==> src/rtl/fifo_pkg.sv <==
// -----------------------------------------------------------------------------
// fifo_pkg
// Shared definitions for the thresholded FIFO (fifo_umbral) and its storage.
//   DATA_WIDTH_DEF : default data word width in bits
//   ADDR_WIDTH_DEF : default pointer width; depth is 2**ADDR_WIDTH
//   cnt_width()    : width of Count and of the thresholds. It is one bit wider
//                    than the pointers so that both 0 and DEPTH can be held.
//   fifo_flags_t   : the registered status flags, kept together so they are
//                    always updated as one coherent set.
// -----------------------------------------------------------------------------
package fifo_pkg;

   localparam int DATA_WIDTH_DEF = 6;
   localparam int ADDR_WIDTH_DEF = 2;

   // Occupancy runs from 0 to DEPTH inclusive, so it needs one extra bit.
   function automatic int cnt_width(input int addr_width);
      return addr_width + 1;
   endfunction

   typedef struct packed {
      logic empty;
      logic full;
      logic almost_empty;
      logic almost_full;
      logic pausa;
   } fifo_flags_t;

endpackage : fifo_pkg

==> src/rtl/fifo_umbral_if.sv <==
// -----------------------------------------------------------------------------
// fifo_umbral_if
// Bundles the producer/consumer side of fifo_umbral.
//
// Handshake:
//   push/pop are single-cycle requests that are sampled on the rising clock
//   edge. A push is taken when the FIFO is not full, or when it is full and a
//   pop is taken in the same cycle. A pop is taken when Count != 0. A rejected
//   request is simply dropped and latches Error_Fifo. Pausa is the
//   back-pressure hint that tells the producer to stop pushing. Fifo_Valid
//   qualifies Fifo_Data_out for exactly one cycle, one cycle after the
//   accepted pop.
//
// Modports:
//   master : producer/consumer side (drives requests, data-in and thresholds)
//   slave  : FIFO side (drives data-out, Count and the flags)
// -----------------------------------------------------------------------------
interface fifo_umbral_if #(
   parameter int DATA_WIDTH = fifo_pkg::DATA_WIDTH_DEF,
   parameter int ADDR_WIDTH = fifo_pkg::ADDR_WIDTH_DEF
);
   import fifo_pkg::*;

   localparam int CW = cnt_width(ADDR_WIDTH);

   logic                  push;
   logic                  pop;
   logic [DATA_WIDTH-1:0] Fifo_Data_in;
   logic [CW-1:0]         Umbral_AE;
   logic [CW-1:0]         Umbral_AF;

   logic [DATA_WIDTH-1:0] Fifo_Data_out;
   logic                  Fifo_Valid;
   logic [CW-1:0]         Count;
   logic                  Fifo_Empty;
   logic                  Fifo_Full;
   logic                  Almost_Empty;
   logic                  Almost_Full;
   logic                  Pausa;
   logic                  Error_Fifo;

   modport master (
      output push, pop, Fifo_Data_in, Umbral_AE, Umbral_AF,
      input  Fifo_Data_out, Fifo_Valid, Count,
             Fifo_Empty, Fifo_Full, Almost_Empty, Almost_Full, Pausa, Error_Fifo
   );

   modport slave (
      input  push, pop, Fifo_Data_in, Umbral_AE, Umbral_AF,
      output Fifo_Data_out, Fifo_Valid, Count,
             Fifo_Empty, Fifo_Full, Almost_Empty, Almost_Full, Pausa, Error_Fifo
   );

endinterface : fifo_umbral_if

==> src/rtl/fifo_umbral_mem.sv <==
// -----------------------------------------------------------------------------
// dual_port_memory
// Simple dual-port storage: one write port and one read port, with a
// registered read.
//   clk, rst_n : clock and asynchronous active-low reset. The reset clears only
//                the read register; the array itself is never reset.
//   wr_en, wr_addr, wr_data : write port, written on the rising edge
//   rd_en, rd_addr          : read port; rd_data updates on the next edge
//   rd_data                 : registered read data. It holds its value when
//                             rd_en is low.
// A read and a write to the same address in the same cycle return the OLD
// contents. The FIFO depends on this when it is full and pushes and pops at
// the same time.
// -----------------------------------------------------------------------------
module dual_port_memory
   import fifo_pkg::*;
#(
   parameter int DATA_WIDTH = DATA_WIDTH_DEF,
   parameter int ADDR_WIDTH = ADDR_WIDTH_DEF
) (
   input  logic                  clk,
   input  logic                  rst_n,
   input  logic                  wr_en,
   input  logic [ADDR_WIDTH-1:0] wr_addr,
   input  logic [DATA_WIDTH-1:0] wr_data,
   input  logic                  rd_en,
   input  logic [ADDR_WIDTH-1:0] rd_addr,
   output logic [DATA_WIDTH-1:0] rd_data
);

   localparam int DEPTH = 1 << ADDR_WIDTH;

   logic [DATA_WIDTH-1:0] mem [DEPTH];

   // The array has no reset. The FIFO's empty state makes sure stale words are
   // never read out.
   always_ff @(posedge clk) begin
      if (wr_en) begin
         mem[wr_addr] <= wr_data;
      end
   end

   always_ff @(posedge clk or negedge rst_n) begin
      if (!rst_n) begin
         rd_data <= '0;
      end else if (rd_en) begin
         rd_data <= mem[rd_addr];
      end
   end

endmodule : dual_port_memory

==> src/rtl/fifo_umbral.sv <==
// -----------------------------------------------------------------------------
// fifo_umbral
// Synchronous FIFO with programmable almost-empty/almost-full thresholds.
//   clk     : single clock, rising edge
//   reset_L : asynchronous, active-low reset
//   bus     : fifo_umbral_if.slave
//             push/pop/Fifo_Data_in  requests and write data
//             Umbral_AE/Umbral_AF    quasi-static thresholds
//             Fifo_Data_out/Valid    read data, valid one cycle after a pop
//             Count                  occupancy, 0..DEPTH
//             Fifo_Empty, Fifo_Full, Almost_Empty, Almost_Full, Pausa,
//             Error_Fifo (sticky until reset)
// Storage is held in dual_port_memory. Pointer, count and flag logic are here.
// All flags are registered from the next-state count, so in any cycle they
// agree with Count.
// -----------------------------------------------------------------------------
module fifo_umbral
   import fifo_pkg::*;
#(
   parameter int DATA_WIDTH = DATA_WIDTH_DEF,
   parameter int ADDR_WIDTH = ADDR_WIDTH_DEF
) (
   input  logic          clk,
   input  logic          reset_L,
   fifo_umbral_if.slave  bus
);

   localparam int            CW      = cnt_width(ADDR_WIDTH);
   localparam int            DEPTH   = 1 << ADDR_WIDTH;
   localparam logic [CW-1:0] DEPTH_C = CW'(DEPTH);

   localparam fifo_flags_t FLAGS_RESET = '{empty: 1'b1, full: 1'b0,
                                           almost_empty: 1'b0, almost_full: 1'b0,
                                           pausa: 1'b0};

   logic [ADDR_WIDTH-1:0] wr_ptr_q;
   logic [ADDR_WIDTH-1:0] rd_ptr_q;
   logic [CW-1:0]         count_q;
   logic [CW-1:0]         count_d;
   fifo_flags_t           flags_q;
   fifo_flags_t           flags_d;
   logic                  valid_q;
   logic                  error_q;
   logic [DATA_WIDTH-1:0] rd_data;

   logic is_empty;
   logic is_full;
   logic pop_acc;
   logic push_acc;
   logic err_event;

   // ---------------------------------------------------------------------------
   // Acceptance
   // ---------------------------------------------------------------------------
   assign is_empty = (count_q == '0);
   assign is_full  = (count_q == DEPTH_C);

   // A pop needs data. A push needs room, or a pop in the same cycle that frees
   // the slot being written.
   assign pop_acc  = bus.pop && !is_empty;
   assign push_acc = bus.push && (!is_full || pop_acc);

   // Errors: any pop while empty (even one paired with a push that is taken),
   // and a push while full that has no accepted pop to make room.
   assign err_event = (bus.pop && is_empty) || (bus.push && is_full && !pop_acc);

   // ---------------------------------------------------------------------------
   // Next-state count and flags
   // ---------------------------------------------------------------------------
   always_comb begin
      count_d = count_q;
      case ({push_acc, pop_acc})
         2'b10:   count_d = count_q + CW'(1);
         2'b01:   count_d = count_q - CW'(1);
         default: count_d = count_q;
      endcase
   end

   always_comb begin
      flags_d              = FLAGS_RESET;
      flags_d.empty        = (count_d == '0);
      flags_d.full         = (count_d == DEPTH_C);
      flags_d.almost_empty = (count_d <= bus.Umbral_AE) && (count_d != '0);
      flags_d.almost_full  = (count_d >= bus.Umbral_AF) && (count_d != DEPTH_C);
      flags_d.pausa        = flags_d.almost_full || flags_d.full;
   end

   // ---------------------------------------------------------------------------
   // State registers
   // ---------------------------------------------------------------------------
   always_ff @(posedge clk or negedge reset_L) begin
      if (!reset_L) begin
         wr_ptr_q <= '0;
         rd_ptr_q <= '0;
         count_q  <= '0;
         flags_q  <= FLAGS_RESET;
         valid_q  <= 1'b0;
         error_q  <= 1'b0;
      end else begin
         // The pointers wrap naturally at DEPTH because they are ADDR_WIDTH bits wide.
         if (push_acc) wr_ptr_q <= wr_ptr_q + ADDR_WIDTH'(1);
         if (pop_acc)  rd_ptr_q <= rd_ptr_q + ADDR_WIDTH'(1);
         count_q <= count_d;
         flags_q <= flags_d;
         valid_q <= pop_acc;
         if (err_event) error_q <= 1'b1;
      end
   end

   // ---------------------------------------------------------------------------
   // Storage
   // ---------------------------------------------------------------------------
   dual_port_memory #(
      .DATA_WIDTH (DATA_WIDTH),
      .ADDR_WIDTH (ADDR_WIDTH)
   ) u_mem (
      .clk     (clk),
      .rst_n   (reset_L),
      .wr_en   (push_acc),
      .wr_addr (wr_ptr_q),
      .wr_data (bus.Fifo_Data_in),
      .rd_en   (pop_acc),
      .rd_addr (rd_ptr_q),
      .rd_data (rd_data)
   );

   // ---------------------------------------------------------------------------
   // Outputs
   // ---------------------------------------------------------------------------
   assign bus.Fifo_Data_out = rd_data;
   assign bus.Fifo_Valid    = valid_q;
   assign bus.Count         = count_q;
   assign bus.Fifo_Empty    = flags_q.empty;
   assign bus.Fifo_Full     = flags_q.full;
   assign bus.Almost_Empty  = flags_q.almost_empty;
   assign bus.Almost_Full   = flags_q.almost_full;
   assign bus.Pausa         = flags_q.pausa;
   assign bus.Error_Fifo    = error_q;

endmodule : fifo_umbral

==> src/flat_wrapper.sv <==
// flat-port wrapper written by rule: the top's interface ports become plain ports
module fifo_umbral_flat import fifo_pkg::*;
#(
   parameter int DATA_WIDTH = DATA_WIDTH_DEF,
   parameter int ADDR_WIDTH = ADDR_WIDTH_DEF
)
  (clk, reset_L, bus_push, bus_pop, bus_Fifo_Data_in, bus_Umbral_AE, bus_Umbral_AF, bus_Fifo_Data_out, bus_Fifo_Valid, bus_Count, bus_Fifo_Empty, bus_Fifo_Full, bus_Almost_Empty, bus_Almost_Full, bus_Pausa, bus_Error_Fifo);
  fifo_umbral_if #(.DATA_WIDTH(DATA_WIDTH), .ADDR_WIDTH(ADDR_WIDTH)) bus_i ();
  input  logic clk;
  input  logic reset_L;
  input wire logic [$bits(bus_i.push)-1:0] bus_push;
  input wire logic [$bits(bus_i.pop)-1:0] bus_pop;
  input wire logic [$bits(bus_i.Fifo_Data_in)-1:0] bus_Fifo_Data_in;
  input wire logic [$bits(bus_i.Umbral_AE)-1:0] bus_Umbral_AE;
  input wire logic [$bits(bus_i.Umbral_AF)-1:0] bus_Umbral_AF;
  output wire logic [$bits(bus_i.Fifo_Data_out)-1:0] bus_Fifo_Data_out;
  output wire logic [$bits(bus_i.Fifo_Valid)-1:0] bus_Fifo_Valid;
  output wire logic [$bits(bus_i.Count)-1:0] bus_Count;
  output wire logic [$bits(bus_i.Fifo_Empty)-1:0] bus_Fifo_Empty;
  output wire logic [$bits(bus_i.Fifo_Full)-1:0] bus_Fifo_Full;
  output wire logic [$bits(bus_i.Almost_Empty)-1:0] bus_Almost_Empty;
  output wire logic [$bits(bus_i.Almost_Full)-1:0] bus_Almost_Full;
  output wire logic [$bits(bus_i.Pausa)-1:0] bus_Pausa;
  output wire logic [$bits(bus_i.Error_Fifo)-1:0] bus_Error_Fifo;
  assign bus_i.push = bus_push;
  assign bus_i.pop = bus_pop;
  assign bus_i.Fifo_Data_in = bus_Fifo_Data_in;
  assign bus_i.Umbral_AE = bus_Umbral_AE;
  assign bus_i.Umbral_AF = bus_Umbral_AF;
  assign bus_Fifo_Data_out = bus_i.Fifo_Data_out;
  assign bus_Fifo_Valid = bus_i.Fifo_Valid;
  assign bus_Count = bus_i.Count;
  assign bus_Fifo_Empty = bus_i.Fifo_Empty;
  assign bus_Fifo_Full = bus_i.Fifo_Full;
  assign bus_Almost_Empty = bus_i.Almost_Empty;
  assign bus_Almost_Full = bus_i.Almost_Full;
  assign bus_Pausa = bus_i.Pausa;
  assign bus_Error_Fifo = bus_i.Error_Fifo;
  fifo_umbral #(.DATA_WIDTH(DATA_WIDTH), .ADDR_WIDTH(ADDR_WIDTH)) u_core (.clk(clk), .reset_L(reset_L), .bus(bus_i));
endmodule
==> config.mk <==
export PLATFORM = sky130hd
export DESIGN_NAME = fifo_umbral_flat
export DESIGN_NICKNAME = d
export VERILOG_FILES = /design/src/rtl/fifo_pkg.sv /design/src/rtl/fifo_umbral_if.sv /design/src/rtl/fifo_umbral_mem.sv /design/src/rtl/fifo_umbral.sv /design/src/flat_wrapper.sv
export SDC_FILE = /design/constraint.sdc
export NUM_CORES = 1
export LEC_CHECK = 0
export CAP_MARGIN = 5
export CORE_MARGIN = 2
export CORE_UTILIZATION = 55
export CTS_BUF_LIST = sky130_fd_sc_hd__clkbuf_8
export DETAILED_ROUTE_END_ITERATION = 8
export PLACE_DENSITY = 0.81
export SLEW_MARGIN = 25
export SYNTH_ARGS = -nofsm -noshare
export SYNTH_HDL_FRONTEND = slang
export SYNTH_SLANG_ARGS = --single-unit
export TNS_END_PERCENT = 20
==> constraint.sdc <==
create_clock -name clk -period 3.53 [get_ports clk]
set_input_delay 0.353 -clock clk [delete_from_list [all_inputs] [get_ports clk]]
set_output_delay 0.353 -clock clk [all_outputs]
set_load 0.02 [all_outputs]
# Word level (Yosys, flattened, before mapping)
# Memories as Yosys holds them, arrays and structs flattened. A register that Yosys moved wholly into a read port is not among the register bits.
# Cells that the tools add are included.
dict set report classes {
  addsub 4
  magnitude_cmp 2
  eq_ne 5
  n_mux 3
  reduce_logical 17
}
# cell n
set ops {}
lappend ops {{1-bit logical AND} 7}
lappend ops {{3-bit equality test (second input constant)} 2}
lappend ops {{3-bit zero test} 2}
lappend ops {{3-bit one-hot mux with 2 select lines} 1}
lappend ops {{2-bit by 1-bit adder with 2-bit output (second input constant)} 2}
lappend ops {{1-bit zero test} 4}
lappend ops {{3-bit by 1-bit adder with 3-bit output (second input constant)} 1}
lappend ops {{3-bit >= comparator} 1}
lappend ops {{3-bit <= comparator} 1}
lappend ops {{1-bit logical OR} 3}
lappend ops {{3-bit inequality test (second input constant)} 1}
lappend ops {{3-bit nonzero test} 1}
lappend ops {{3-bit by 1-bit subtractor with 3-bit output (second input constant)} 1}
lappend ops {{2-bit by 1-bit equality test with 1-bit output (second input constant)} 1}
lappend ops {{2-bit equality test (second input constant)} 1}
lappend ops {{1-bit 2-to-1 mux} 2}
dict set report word_totals {
  reg_bits 14
  mem_bits_rw 24
  input_bits 16
  n_memories 1
}
# memory depth word_bits rd rd_clocked_by_memory_dff write_ports line_no
set mem_list {}
lappend mem_list {u_core.u_mem.mem 4 6 1 1 1 fifo_umbral_mem.sv:33} ;# logic [DATA_WIDTH-1:0] mem [DEPTH];

# Logic depth before layout (Yosys ltp)
dict set report depth {
  word_depth 10
  depth_mapped 11
  depth_no_buf 10
}

# By module
# A second synthesis with hierarchy kept.
dict set report hier_totals {
  hier_cells 135
  hier_area_um2 1928.1
}
# mod n_inst cells_each area_per_inst_um2 seq_area_each_um2
set modules_own_cells {}
lappend modules_own_cells {dual_port_memory 1 62 1132.3 870.8}
lappend modules_own_cells {fifo_umbral 1 73 795.8 351.6}

# Worst setup path after synthesis
# OpenSTA, ideal clock, no wires.
dict set report synth_timing {
  kind {reg-to-reg}
  startpoint {register u_core.count_q[1] (netlist: u_core.bus.Count[1])}
  endpoint {register u_core.flags_q (netlist bit u_core.bus.Almost_Empty)}
  arrival_time_ps 2956
  t_required_ps 3465
  slack_ps 509
  path_stages_with_launch 12
  path_buffers 1
  synth_period_minus_slack_ps 3021
  path_cell_list {dfrtp_1 -> buf_6 -> o31ai_4 -> nor2_1 -> fa_1 -> or3b_1 -> a32oi_2 -> nand3_1 -> ha_1 -> o21a_1 -> o21ai_0 -> o21a_1}
}
# element line_no
set synth_lines {}
lappend synth_lines {{start: declaration} fifo_umbral.sv:38} ;# logic [CW-1:0] count_q;
lappend synth_lines {{start signal: assignment} fifo_umbral.sv:103} ;# count_q <= count_d;
lappend synth_lines {{end signal: assignment} fifo_umbral.sv:104} ;# flags_q <= flags_d;
lappend synth_lines {{end: declaration} fifo_umbral.sv:40} ;# fifo_flags_t flags_q;

==> results_tabular.tex <==
\begin{tabular}{lr}
\hline
Metric & Value \\
\hline
\multicolumn{2}{l}{\textbf{Status}} \\
\quad Result of the run & finished with violations \\
\quad Failing checks & negative hold slack \\
\multicolumn{2}{l}{\textbf{Global route}} \\
\quad Global-route wire length before repair & 6090 um \\
\quad Total routing resource utilization after global routing & 19.9\% \\
\quad Number of global-route vias before repair & 1303 \\
\quad Pin count of the biggest net entering global routing & 21 \\
\quad Total grt overflow & 0 \\
\quad Initial antenna violation count & 0 \\
\multicolumn{2}{l}{\textbf{CTS}} \\
\quad Clock tree from TritonCTS & built \\
\quad H-tree Lvls & 2 \\
\quad Root buffer cell & sky130\_fd\_sc\_hd\_\_clkbuf\_8 \\
\quad Post-CTS clock slew at the launch and capture registers of the worst setup and hold paths & 0.08 ns \\
\quad Gates resized, CTS repair & 0 \\
\quad Total clock buffers created by CTS & 5 \\
\quad Maximum clock insertion buffer count & 2 \\
\quad Clock sinks & 44 \\
\quad Clk Latency, worst-skew pair & 0.30 ns \\
\quad Count of hold buffers inserted by post-cts repair & 0 \\
\quad Post-CTS setup buffer count & 0 \\
\multicolumn{2}{l}{\textbf{Placed design}} \\
\quad Routability congestion estimate & 0.872 \\
\quad I/O Buffers & 31 \\
\quad Half-perimeter wire length of the detailed placement result & 2740 um \\
\quad Worst Setup Slack post-DPL & 0.259 ns \\
\quad Number of instances in the placed design & 224 \\
\multicolumn{2}{l}{\textbf{Worst hold path}} \\
\quad Hold WC Path Type & in2async \\
\multicolumn{2}{l}{\textbf{STA}} \\
\quad Fmax & 304 MHz \\
\quad Period minus WS final & 3.29 ns \\
\quad Count of final hold-check violations & 7 \\
\quad Final Slew Violations & 0 \\
\quad Slew headroom & 66.0\% \\
\quad Layout Skew & 0.00686 ns \\
\quad Final WS setup & 0.236 ns \\
\quad Final Hold Slack & -0.00570 ns \\
\quad Setup TNS & 0 ns \\
\quad Final worst path period share & 93.3\% \\
\quad Slew of the pin with the lowest slew margin & 0.510 ns \\
\quad Final setup viols & 0 \\
\quad RSZ-0062 raised after global routing & false \\
\multicolumn{2}{l}{\textbf{Power}} \\
\quad Total power consumption of the routed design & 2.08 mW \\
\quad VDD IR-drop max & 0.555 mV \\
\quad Static leakage & 0.989 nW \\
\quad Power density over cell area & 839 nW/um\^{}2 \\
\multicolumn{2}{l}{\textbf{Yosys}} \\
\quad Complex-gate fraction of the synthesized area & 7.88\% \\
\quad Share of synthesized area spent on multiplexers & 8.06\% \\
\quad Synthesized instance count & 150 \\
\quad Number of different library cells in the post-synthesis netlist & 40 \\
\quad Post-synth net total & 177 \\
\quad Summed instance area of the synthesized netlist & 2060 um\^{}2 \\
\quad Xor and xnor area share after synthesis & 1.70\% \\
\quad Yosys synthesis warning count & 0 \\
\quad Proportion of synthesized chip area in sequential cells & 59.2\% \\
\quad Mean Syn Cell Area & 13.8 um\^{}2 \\
\quad Total of flip-flops plus latches after synthesis & 44 \\
\quad Fraction of the mapped netlist area in simple logic gates & 11.8\% \\
\quad Adder-Cell Fraction of Synth Area & 7.03\% \\
\quad Largest family of logic cells by synthesized area & simple AND/OR/NAND/NOR gates \\
\multicolumn{2}{l}{\textbf{Cells and area}} \\
\quad Final Instance Count excl. Fillers & 232 \\
\quad Area added between synthesis and finish & 20.2\% \\
\quad Most used cells in the layout excluding fill and tap cells & sky130\_fd\_sc\_hd\_\_clkdlybuf4s50\_1 (30), sky130\_fd\_sc\_hd\_\_edfxtp\_1 (24), sky130\_fd\_sc\_hd\_\_nand2\_1 (23), sky130\_fd\_sc\_hd\_\_dfrtp\_1 (19), sky130\_fd\_sc\_hd\_\_ha\_1 (10) \\
\quad Diodes inserted & 0 \\
\quad Ratio of cells with drive above 1 in the final layout & 15.8\% \\
\quad Number of nets in the final layout & 210 \\
\quad Most common cell after layout, fill and taps aside & sky130\_fd\_sc\_hd\_\_clkdlybuf4s50\_1 \\
\multicolumn{2}{l}{\textbf{Floorplan}} \\
\quad Die height & 65.3 um \\
\quad Die area & 4260 um\^{}2 \\
\quad Count of pins on the block boundary & 32 \\
\quad Area of the core & 3630 um\^{}2 \\
\quad Die width & 65.3 um \\
\quad Effective utilization at floorplan & 56.8\% \\
\quad Cell Rows & 22 \\
\multicolumn{2}{l}{\textbf{Routing}} \\
\quad \# DRC & 0 \\
\quad Routed WL & 3710 um \\
\quad Drt initial violations & 46 \\
\quad Routed length per placed instance & 16.0 um \\
\quad First-pass iteration count of the detailed router & 4 \\
\quad Routed Antenna Nets & 0 \\
\quad Total via count after detailed routing & 1223 \\
\quad Via-to-Cell Ratio & 5.27 \\
\multicolumn{2}{l}{\textbf{Flow run}} \\
\quad Number of max-cap violations & 0 \\
\multicolumn{2}{l}{\textbf{Critical path}} \\
\quad Critical Setup Path Class & reg2reg \\
\quad Worst-path maximum fanout & 13 \\
\quad Slowest stage delay, CP & 0.54 ns \\
\quad Reg2Reg Launch Point & u\_core.bus.Count[2]\$\_DFF\_PN0\_ \\
\quad Critical Path End Type & flop \\
\quad Ordered list of cells on the worst path & o31ai\_4 > nor2\_1 > fa\_1 > or3b\_1 > a32oi\_2 > nand3\_1 > ha\_1 > o21a\_1 > o21ai\_0 > o21a\_1 \\
\quad Startpoint type of the worst setup path & flop \\
\quad Arrival @ worst endpoint & 3.53 ns \\
\quad Slowest cell on crit path & sky130\_fd\_sc\_hd\_\_dfrtp\_1 \\
\quad Cell occurring most often along the worst timing path & sky130\_fd\_sc\_hd\_\_o21a\_1 \\
\quad Source of the critical timing path & u\_core.bus.Count[2]\$\_DFF\_PN0\_ \\
\quad Required @ worst endpoint & 3.77 ns \\
\hline
\end{tabular}
## per-stage QoR
step	cell area [um^2]	hold slack (ns)	util [%]
after global routing	2480	0.0196	68.3
after CTS	2490	0.486	68.5
after global placement	2390	0.463	65.8
after detailed placement	2390	0.466	65.8
after floorplan	2060	0.0574	-
final	2480	-0.00570	68.3
## report_power, final
group          switching, mW  internal (mW)  leakage, nW
sequential             0.160          0.710        0.456
combinational          0.449          0.439        0.489
clock                  0.167          0.158       0.0434
total                  0.776           1.31        0.989
## synthesized netlist by cell type
master                     instances  area, um^2
sky130_fd_sc_hd__a21o_2            2        17.5
sky130_fd_sc_hd__and2_1            5        31.3
sky130_fd_sc_hd__inv_1             7        26.3
sky130_fd_sc_hd__buf_2             1        5.00
sky130_fd_sc_hd__o21ai_0           4        20.0
sky130_fd_sc_hd__nand2b_1          3        18.8
sky130_fd_sc_hd__or2b_2            2        17.5
sky130_fd_sc_hd__o211ai_1          1        7.51
sky130_fd_sc_hd__mux2_2            1        11.3
sky130_fd_sc_hd__a211oi_1          1        7.51
sky130_fd_sc_hd__nand2_1          23        86.3
sky130_fd_sc_hd__mux4_2            6         135
sky130_fd_sc_hd__a32oi_2           2        32.5
sky130_fd_sc_hd__a21o_1            1        7.51
sky130_fd_sc_hd__buf_1             1        3.75
sky130_fd_sc_hd__or4_4             1        11.3
sky130_fd_sc_hd__buf_6             2        22.5
sky130_fd_sc_hd__a21oi_1           4        20.0
sky130_fd_sc_hd__edfxtp_1         24         721
sky130_fd_sc_hd__o31ai_4           1        21.3
sky130_fd_sc_hd__o22ai_1           1        6.26
sky130_fd_sc_hd__xnor2_1           3        26.3
sky130_fd_sc_hd__dfrtp_1          19         475
sky130_fd_sc_hd__nand3_1           3        15.0
sky130_fd_sc_hd__mux2i_1           2        20.0
sky130_fd_sc_hd__nand3b_1          1        7.51
sky130_fd_sc_hd__nor2_4            1        11.3
sky130_fd_sc_hd__buf_4             2        15.0
sky130_fd_sc_hd__clkinv_1          1        3.75
sky130_fd_sc_hd__a21boi_1          1        7.51
sky130_fd_sc_hd__nor2b_1           2        12.5
sky130_fd_sc_hd__dfstp_2           1        26.3
sky130_fd_sc_hd__and2_2            1        7.51
sky130_fd_sc_hd__fa_1              1        20.0
sky130_fd_sc_hd__xor2_1            1        8.76
sky130_fd_sc_hd__ha_1             10         125
sky130_fd_sc_hd__o21a_1            2        15.0
sky130_fd_sc_hd__nor2_1            4        15.0
sky130_fd_sc_hd__clkbuf_8          1        13.8
sky130_fd_sc_hd__or3b_1            1        8.76
## registers in the layout, indices dropped and copies added (netlist names), 2 cells and up
name,count
u_core.u_mem.mem,24
u_core.u_mem.rd_data,6
u_core.bus.Count,3
u_core.rd_ptr_q,2
u_core.wr_ptr_q,2
## layer usage
| layer | vias to the layer above | wire [um] | GRT usage (%) |
|---|---|---|---|
| li1 | 591 | - | - |
| met1 | 591 | 1590 | 24.0 |
| met2 | 32 | 1890 | 33.5 |
| met3 | 9 | 162 | 5.31 |
| met4 | 0 | 70 | 8.59 |
| met5 | - | 0 | 0 |
## critical path, delay by kind of cell (launching register included)
kind | cells | cell delay (ns)
and+or+nand+nor | 3 | 0.74
AOI/OAI and AO/OA | 5 | 1.14
adders and majority gates | 2 | 0.81
DFF | 1 | 0.54
## area by class of cell
type,instances,area (um^2)
Sequential cell,44,1220
Fill cell,272,1150
Multi-Input combinational cell,91,752
Timing Repair Buffer,33,320
Clock buffer,6,82.6
Tap cell,48,60.1
Inverter,8,30.0
Clock inverter,2,15.0
## path summary, 6_finish.rpt
path                            cells past startpoint  slack [ns]                             endpoint
worst max-delay path                               10        0.24    u_core.bus.Almost_Empty$_DFF_PN0_
worst min-delay path                                1      -0.006        u_core.bus.Count[1]$_DFF_PN0_
worst max register to register                     10        0.24    u_core.bus.Almost_Empty$_DFF_PN0_
worst min register to register                      2        0.49  u_core.u_mem.rd_data[4]$_DFFE_PN0N_
max in group asynchronous                           1        3.18      u_core.bus.Fifo_Empty$_DFF_PN1_
min in group clk                                    2        0.49  u_core.u_mem.rd_data[4]$_DFFE_PN0N_
## kinds of logic after synthesis
kind of cell	count (synthesis)
AND/OR/NAND/NOR	47
XOR/XNOR	4
buffers and inverters	15
AO/OA/AOI/OAI	20
multiplexers	9
adder cells (fa/ha/maj)	11
flip-flops	44
Note: power is estimated with default switching activity, not from simulation.
